--- src/rtl/div_fx_hs.sv ---
// Iterative restoring fixed-point divider: q = (x << FBITS) / y in Q(WIDTH-FBITS).FBITS.
// Resolves STEPS quotient bits per cycle, with valid/ready handshakes and an abort input.
module div_fx_hs #(
  parameter int WIDTH = 16,
  parameter int FBITS = 8,
  parameter int STEPS = 1
) (
  input  logic             i_clk,
  input  logic             i_rst_n,
  input  logic             i_valid,
  output logic             o_ready,
  input  logic             i_signed,
  input  logic [WIDTH-1:0] i_x,
  input  logic [WIDTH-1:0] i_y,
  input  logic             i_abort,
  output logic             o_valid,
  input  logic             i_ready,
  output logic [WIDTH-1:0] o_q,
  output logic [WIDTH-1:0] o_r,
  output logic             o_dbz,
  output logic             o_ovf
);

  localparam int ITER = WIDTH + FBITS;
  localparam int N    = ITER / STEPS;
  localparam int CW   = $clog2(N + 1);

  if ((ITER % STEPS) != 0) begin : g_bad_steps
    $error("div_fx_hs: (WIDTH+FBITS) must be a multiple of STEPS");
  end
  if (WIDTH < 2) begin : g_bad_width
    $error("div_fx_hs: WIDTH must be at least 2");
  end

  typedef enum logic [1:0] {
    ST_IDLE = 2'd0,
    ST_CALC = 2'd1,
    ST_FIX  = 2'd2,
    ST_DONE = 2'd3
  } state_t;

  // Quotient magnitude limits, widened to ITER+1 bits for a direct compare.
  localparam logic [ITER:0] LIM_U  = {{(FBITS + 1){1'b0}}, {WIDTH{1'b1}}};
  localparam logic [ITER:0] LIM_SP = {{(FBITS + 2){1'b0}}, {(WIDTH - 1){1'b1}}};
  localparam logic [ITER:0] LIM_SN = {{(FBITS + 1){1'b0}}, 1'b1, {(WIDTH - 1){1'b0}}};

  function automatic logic [WIDTH-1:0] mag(input logic [WIDTH-1:0] v, input logic neg);
    logic [WIDTH-1:0] m;
    if (neg) begin
      m = ~v + {{(WIDTH - 1){1'b0}}, 1'b1};
    end else begin
      m = v;
    end
    return m;
  endfunction

  // One restoring step on the {acc, qreg} pair; returns the updated pair.
  function automatic logic [WIDTH+ITER:0] div_step(input logic [WIDTH:0]   acc,
                                                   input logic [ITER-1:0]  q,
                                                   input logic [WIDTH-1:0] y);
    logic [WIDTH:0]  a;
    logic [ITER-1:0] qq;
    a  = {acc[WIDTH-1:0], q[ITER-1]};
    qq = {q[ITER-2:0], 1'b0};
    if (a >= {1'b0, y}) begin
      a     = a - {1'b0, y};
      qq[0] = 1'b1;
    end else begin
      qq[0] = 1'b0;
    end
    return {a, qq};
  endfunction

  state_t           state_r, state_nxt_s;
  logic             signed_r, signed_nxt_s;
  logic             sx_r, sx_nxt_s;
  logic             sy_r, sy_nxt_s;
  logic             dbz_pend_r, dbz_pend_nxt_s;
  logic [WIDTH-1:0] ymag_r, ymag_nxt_s;
  logic [WIDTH:0]   acc_r, acc_nxt_s;
  logic [ITER-1:0]  qreg_r, qreg_nxt_s;
  logic [CW-1:0]    cnt_r, cnt_nxt_s;
  logic             ready_r, ready_nxt_s;
  logic             valid_r, valid_nxt_s;
  logic [WIDTH-1:0] q_r, q_nxt_s;
  logic [WIDTH-1:0] r_r, r_nxt_s;
  logic             dbz_r, dbz_nxt_s;
  logic             ovf_r, ovf_nxt_s;

  logic             neg_s;
  logic             ovf_s;
  logic [ITER:0]    q_ext_s;
  logic             sx_in_s, sy_in_s;
  logic [WIDTH-1:0] xmag_in_s;
  logic [WIDTH:0]   acc_v;
  logic [ITER-1:0]  q_v;

  assign o_ready = ready_r;
  assign o_valid = valid_r;
  assign o_q     = q_r;
  assign o_r     = r_r;
  assign o_dbz   = dbz_r;
  assign o_ovf   = ovf_r;

  // Sign handling and range check of the finished quotient magnitude.
  always_comb begin
    neg_s     = signed_r & (sx_r ^ sy_r);
    q_ext_s   = {1'b0, qreg_r};
    sx_in_s   = i_signed & i_x[WIDTH-1];
    sy_in_s   = i_signed & i_y[WIDTH-1];
    xmag_in_s = mag(i_x, sx_in_s);
    if (!signed_r) begin
      ovf_s = (q_ext_s > LIM_U);
    end else if (!neg_s) begin
      ovf_s = (q_ext_s > LIM_SP);
    end else begin
      ovf_s = (q_ext_s > LIM_SN);
    end
  end

  // Next-state and datapath update for the whole divider.
  always_comb begin
    state_nxt_s    = state_r;
    signed_nxt_s   = signed_r;
    sx_nxt_s       = sx_r;
    sy_nxt_s       = sy_r;
    dbz_pend_nxt_s = dbz_pend_r;
    ymag_nxt_s     = ymag_r;
    acc_nxt_s      = acc_r;
    qreg_nxt_s     = qreg_r;
    cnt_nxt_s      = cnt_r;
    q_nxt_s        = q_r;
    r_nxt_s        = r_r;
    dbz_nxt_s      = dbz_r;
    ovf_nxt_s      = ovf_r;
    acc_v          = acc_r;
    q_v            = qreg_r;

    if (i_abort && (state_r != ST_IDLE)) begin
      state_nxt_s    = ST_IDLE;
      dbz_pend_nxt_s = 1'b0;
      acc_nxt_s      = '0;
      qreg_nxt_s     = '0;
      cnt_nxt_s      = '0;
      q_nxt_s        = '0;
      r_nxt_s        = '0;
      dbz_nxt_s      = 1'b0;
      ovf_nxt_s      = 1'b0;
    end else begin
      case (state_r)
        ST_IDLE: begin
          if (i_valid) begin
            signed_nxt_s = i_signed;
            sx_nxt_s     = sx_in_s;
            sy_nxt_s     = sy_in_s;
            ymag_nxt_s   = mag(i_y, sy_in_s);
            acc_nxt_s    = '0;
            cnt_nxt_s    = '0;
            if (i_y == {WIDTH{1'b0}}) begin
              // Divide by zero skips the iterations but still passes through FIX.
              dbz_pend_nxt_s = 1'b1;
              qreg_nxt_s     = '0;
              state_nxt_s    = ST_FIX;
            end else begin
              dbz_pend_nxt_s = 1'b0;
              qreg_nxt_s     = ITER'(xmag_in_s) << FBITS;
              state_nxt_s    = ST_CALC;
            end
          end else begin
            state_nxt_s = ST_IDLE;
          end
        end
        ST_CALC: begin
          for (int i = 0; i < STEPS; i++) begin
            {acc_v, q_v} = div_step(acc_v, q_v, ymag_r);
          end
          acc_nxt_s  = acc_v;
          qreg_nxt_s = q_v;
          cnt_nxt_s  = cnt_r + CW'(1);
          if (cnt_r == CW'(N - 1)) begin
            state_nxt_s = ST_FIX;
          end else begin
            state_nxt_s = ST_CALC;
          end
        end
        ST_FIX: begin
          state_nxt_s = ST_DONE;
          if (dbz_pend_r) begin
            dbz_nxt_s = 1'b1;
            ovf_nxt_s = 1'b0;
            q_nxt_s   = '0;
            r_nxt_s   = '0;
          end else if (ovf_s) begin
            dbz_nxt_s = 1'b0;
            ovf_nxt_s = 1'b1;
            q_nxt_s   = '0;
            r_nxt_s   = '0;
          end else begin
            dbz_nxt_s = 1'b0;
            ovf_nxt_s = 1'b0;
            q_nxt_s   = mag(qreg_r[WIDTH-1:0], neg_s);
            r_nxt_s   = mag(acc_r[WIDTH-1:0], signed_r & sx_r);
          end
        end
        ST_DONE: begin
          if (i_ready) begin
            state_nxt_s    = ST_IDLE;
            dbz_pend_nxt_s = 1'b0;
            q_nxt_s        = '0;
            r_nxt_s        = '0;
            dbz_nxt_s      = 1'b0;
            ovf_nxt_s      = 1'b0;
          end else begin
            state_nxt_s = ST_DONE;
          end
        end
        default: begin
          state_nxt_s = ST_IDLE;
        end
      endcase
    end

    ready_nxt_s = (state_nxt_s == ST_IDLE);
    valid_nxt_s = (state_nxt_s == ST_DONE);
  end

  // State and datapath registers.
  always_ff @(posedge i_clk or negedge i_rst_n) begin
    if (!i_rst_n) begin
      state_r    <= ST_IDLE;
      signed_r   <= 1'b0;
      sx_r       <= 1'b0;
      sy_r       <= 1'b0;
      dbz_pend_r <= 1'b0;
      ymag_r     <= '0;
      acc_r      <= '0;
      qreg_r     <= '0;
      cnt_r      <= '0;
      ready_r    <= 1'b1;
      valid_r    <= 1'b0;
      q_r        <= '0;
      r_r        <= '0;
      dbz_r      <= 1'b0;
      ovf_r      <= 1'b0;
    end else begin
      state_r    <= state_nxt_s;
      signed_r   <= signed_nxt_s;
      sx_r       <= sx_nxt_s;
      sy_r       <= sy_nxt_s;
      dbz_pend_r <= dbz_pend_nxt_s;
      ymag_r     <= ymag_nxt_s;
      acc_r      <= acc_nxt_s;
      qreg_r     <= qreg_nxt_s;
      cnt_r      <= cnt_nxt_s;
      ready_r    <= ready_nxt_s;
      valid_r    <= valid_nxt_s;
      q_r        <= q_nxt_s;
      r_r        <= r_nxt_s;
      dbz_r      <= dbz_nxt_s;
      ovf_r      <= ovf_nxt_s;
    end
  end

endmodule

--- config.mk ---
export PLATFORM = sky130hd
export DESIGN_NAME = div_fx_hs
export DESIGN_NICKNAME = d
export VERILOG_FILES = /design/src/rtl/div_fx_hs.sv
export SDC_FILE = /design/constraint.sdc
export NUM_CORES = 1
export LEC_CHECK = 0
export ABC_AREA = 1
export BUFFER_PORTS_ARGS = -buffer_cell sky130_fd_sc_hd__buf_2
export CAP_MARGIN = 10
export CELL_PAD_IN_SITES_DETAIL_PLACEMENT = 1
export CELL_PAD_IN_SITES_GLOBAL_PLACEMENT = 1
export CORE_MARGIN = 5
export CORE_UTILIZATION = 40
export DETAILED_ROUTE_END_ITERATION = 16
export HOLD_SLACK_MARGIN = 0.06
export MAX_ROUTING_LAYER = met4
export PLACE_DENSITY_LB_ADDON = 0.12
export SLEW_MARGIN = 30
export SYNTH_ARGS = -nofsm -noshare
export SYNTH_HDL_FRONTEND = slang
export SYNTH_SLANG_ARGS = --single-unit
--- constraint.sdc ---
create_clock -name i_clk -period 2.2 [get_ports i_clk]
set_input_delay 0 -clock i_clk [delete_from_list [all_inputs] [get_ports i_clk]]
set_output_delay 0 -clock i_clk [all_outputs]
set_load 0.005 [all_outputs]
==> flow_metrics.tcl <==
set metrics [dict create \
    crit_family "simple AND/OR/NAND/NOR gates" \
    max_freq_ghz 0.486 \
    cp_cell_sequence "ha_1, nand2_1, nor2_1, and2_1, a31oi_4, buf_4, nand3_1, nand3_1, nand2_1" \
    syn_area_sq_mm 0.00698 \
    cts_made_buffers 9 \
    area_delta_synth_final_pct 18.7 \
    seq_area_sq_mm 0.00258 \
    synth.distinct_cells 45 \
    ys_seq_area_frac 0.370 \
    route.detailed.drc 0 \
    finalSetupViolCount 0 \
    vias 6630 \
    gr-total-overflow 0 \
    grt_first_pass_wirelength_um 33300 \
    grt_max_degree 44 \
    maxCapViolCount 0 \
    core_area_sq_mm 0.0172 \
    max_stage_delay_ns 0.46 \
    final-hold-violation-count 0 \
    grt_usage 0.208 \
    fillers 2262 \
    multi_input_area_sq_mm 0.00382 \
    maxSlewHeadroom 0.564 \
    vias_per_cell 4.98 \
    drt-pass1-iter-count 4 \
    drive_gt1_frac 0.160 \
    switching_share 0.504 \
    status "finished clean" \
    drtIter0Drc 285 \
    synth_edf_count 0 \
    clk_pin_slew_ns 0.08 \
    hold_path_class "input pin to flip-flop" \
    cts_tree "yes" \
    power_frac_clock 0.140 \
    grt_pass1_vias 6649 \
    route.met3.wl_um 678 \
    synth_nets 1054 \
    postCtsSetupBuffers 0 \
    die_h_um 142 \
    finish.utilization 0.480 \
    leakagePower_nw 4.43 \
    wl_met2_um 8710 \
    skew_ns 0.00976 \
    cp-end-kind "flip-flop" \
    worstSetupPathType "flip-flop to flip-flop" \
    startpoint_type "flip-flop" \
    rsz0062_at_grt "true" \
    clock_path_buffers 2 \
    antenna_found_initial 0 \
    fin_crit_sh 0.936 \
    tightest_slew_ns 0.653 \
    synthCells 994 \
    maxUsedRoutingLayer "met4" \
    avgSynthCellArea_sq_um 7.02 \
    power.share.sequential 0.246 \
    clock-root-buffer "clkbuf_16" \
    die_area_sq_mm 0.0202 \
    cp.required_ns 2.44 \
    dp_hpwl_um 15600 \
    cts-htree-levels 3 \
    numClockSinks 103 \
    min_period_ns 2.06 \
    p_int_mw 5.93 \
    ant_nets 0 \
    pwr-share-comb 0.614 \
    ys_seq_elements 103 \
    slowest_stage "dfrtp_1" \
    rows 48 \
    synth_ff_type "dfrtp_1" \
    portBuffers 73 \
    initial_core_util 0.405 \
    wl_met1_um 10500 \
    slew_viol_final 0 \
    place.gp.congestion 0.862 \
    finalNetCount 1160 \
    power_density_mw_per_mm2 1450 \
    clkLatencyLatePin_ns 0.35 \
    crit_arrival_ns 2.30 \
    die_w_um 142 \
    total_power_mw 12.0 \
    vdd_drop_max_v 0.000598 \
    finalWirelength_um 20000 \
    num_antenna_cells 0 \
    pin_count 74 \
    crit_buf_inv 1 \
    critPathMaxFanout 8 \
    power.switching_mw 6.04 \
    yosys_warnings 0 \
    wl_per_cell_um 15.0 \
    async_reset_ff_frac 1.00 \
]
final cells by class:
class	instances	share of cell area
clock buffers	10	0.0276
clock inverters	6	0.00906
well taps	225	0.0340
flip-flops and latches	103	0.311
multi-input cells	734	0.462
inverters	130	0.0591
repair buffers	122	0.0970
routing by layer:
metal | vias to the layer above | global-route usage
met1 | 3155 | 0.305
met3 | 12 | 0.0245
met5 | - | -
met4 | 0 | 0.0394
met2 | 98 | 0.313
li1 | 3365 | -
power by group through the flow:
stage                     clock network [mW]  registers (mW)  logic, mW
after global placement                     0            2.94       7.00
after CTS                               1.73            2.93       7.17
after detailed placement                   0            2.96       7.08
after floorplan                            0            2.84       5.15
after global routing                    1.81            3.02       8.32
final                                   1.68            2.94       7.35
registers in the layout, summed over array words and instances, names as in the netlist, 2 cells and up:
| signal | count |
|---|---|
| qreg_r | 24 |
| o_r | 16 |
| ymag_r | 16 |
| acc_r | 16 |
| cnt_r | 5 |
| o_q | 16 |
| state_r | 2 |
tightest hold or removal path, stage by stage:
cell	delay [ns]
buf_2	0.10
nand2_1	0.06
nand3_1	0.08
nand2_1	0.05
nand2_1	0.05
nand2_1	0.05
synthesized netlist by cell type (3+ instances only):
| library cell | n | area, sq um |
|---|---|---|
| nand3_1 | 82 | 410 |
| buf_6 | 5 | 56.3 |
| clkbuf_1 | 11 | 41.3 |
| ha_1 | 21 | 263 |
| nor3_1 | 8 | 40.0 |
| inv_1 | 121 | 454 |
| nor2_4 | 3 | 33.8 |
| nand4_1 | 11 | 68.8 |
| nand2_2 | 6 | 37.5 |
| nor2_2 | 3 | 18.8 |
| nand2_1 | 343 | 1290 |
| dfrtp_1 | 102 | 2550 |
| o22ai_1 | 10 | 62.6 |
| inv_2 | 8 | 30.0 |
| o21ai_0 | 65 | 325 |
| xor2_1 | 33 | 289 |
| nor2_1 | 59 | 221 |
| a31oi_1 | 3 | 18.8 |
| xnor2_1 | 12 | 105 |
| o21ai_2 | 20 | 175 |
| buf_2 | 9 | 45.0 |
| nand3b_1 | 6 | 45.0 |
| a21oi_1 | 23 | 115 |
through the flow:
step / cells / hold WS, ns / cell area [sq um] / setup WS, ns / setup TNS, ns
detailed placement: 1292 / 0.000393 / 7690 / 0.0773 / 0
floorplan: 994 / -0.296 / 6980 / 0.356 / 0
global placement: 1292 / 0.00354 / 7690 / 0.101 / 0
global route: 1330 / 0.0956 / 8280 / -0.00823 / -0.0123
CTS: 1330 / 0.0707 / 8210 / 0.0631 / 0
finish: 1330 / 0.0746 / 8280 / 0.141 / 0
placed cells by master, fill, tap and decap left out, types with 6 or more instances in the layout:
cell type / n
a21oi_1: 21
buf_2: 72
buf_4: 27
clkbuf_16: 9
dfrtp_1: 102
dlygate4sd3_1: 22
ha_1: 19
inv_1: 121
inv_2: 8
nand2_1: 342
nand2_2: 7
nand3_1: 80
nand3b_1: 6
nand4_1: 11
nor2_1: 58
nor3_1: 7
o21ai_0: 65
o21ai_2: 20
o22ai_1: 10
xnor2_1: 12
xor2_1: 33
final timing paths:
check                              start          to  slack (ns)  cells past startpoint
worst max-delay path            acc_r[9]   acc_r[14]        0.14                      9
worst min register to register    o_r[2]      o_r[2]        0.48                      2
min in group asynchronous        i_rst_n  ymag_r[11]        0.15                      2
max in group asynchronous        i_rst_n    acc_r[5]        1.31                      3
worst min-delay path             i_x[12]  qreg_r[20]        0.07                      6
worst max register to register  acc_r[9]   acc_r[14]        0.14                      9
logic make-up after synthesis:
family,after synthesis,synth area share
AOI/OAI and AO/OA,131,0.113
xor gates and xnor gates,45,0.0565
adders and majority gates,22,0.0405
buffers and inverters,157,0.0927
DFF,103,0.370
and+or+nand+nor,536,0.328
timing repair:
item | in CTS | in global routing
resized for setup | 0 | 12
setup endpoints to repair | 0 | 17
endpoints found under the hold margin | 98 | 0
hold buffers | 22 | 0
(Power assumes the default switching activity.)
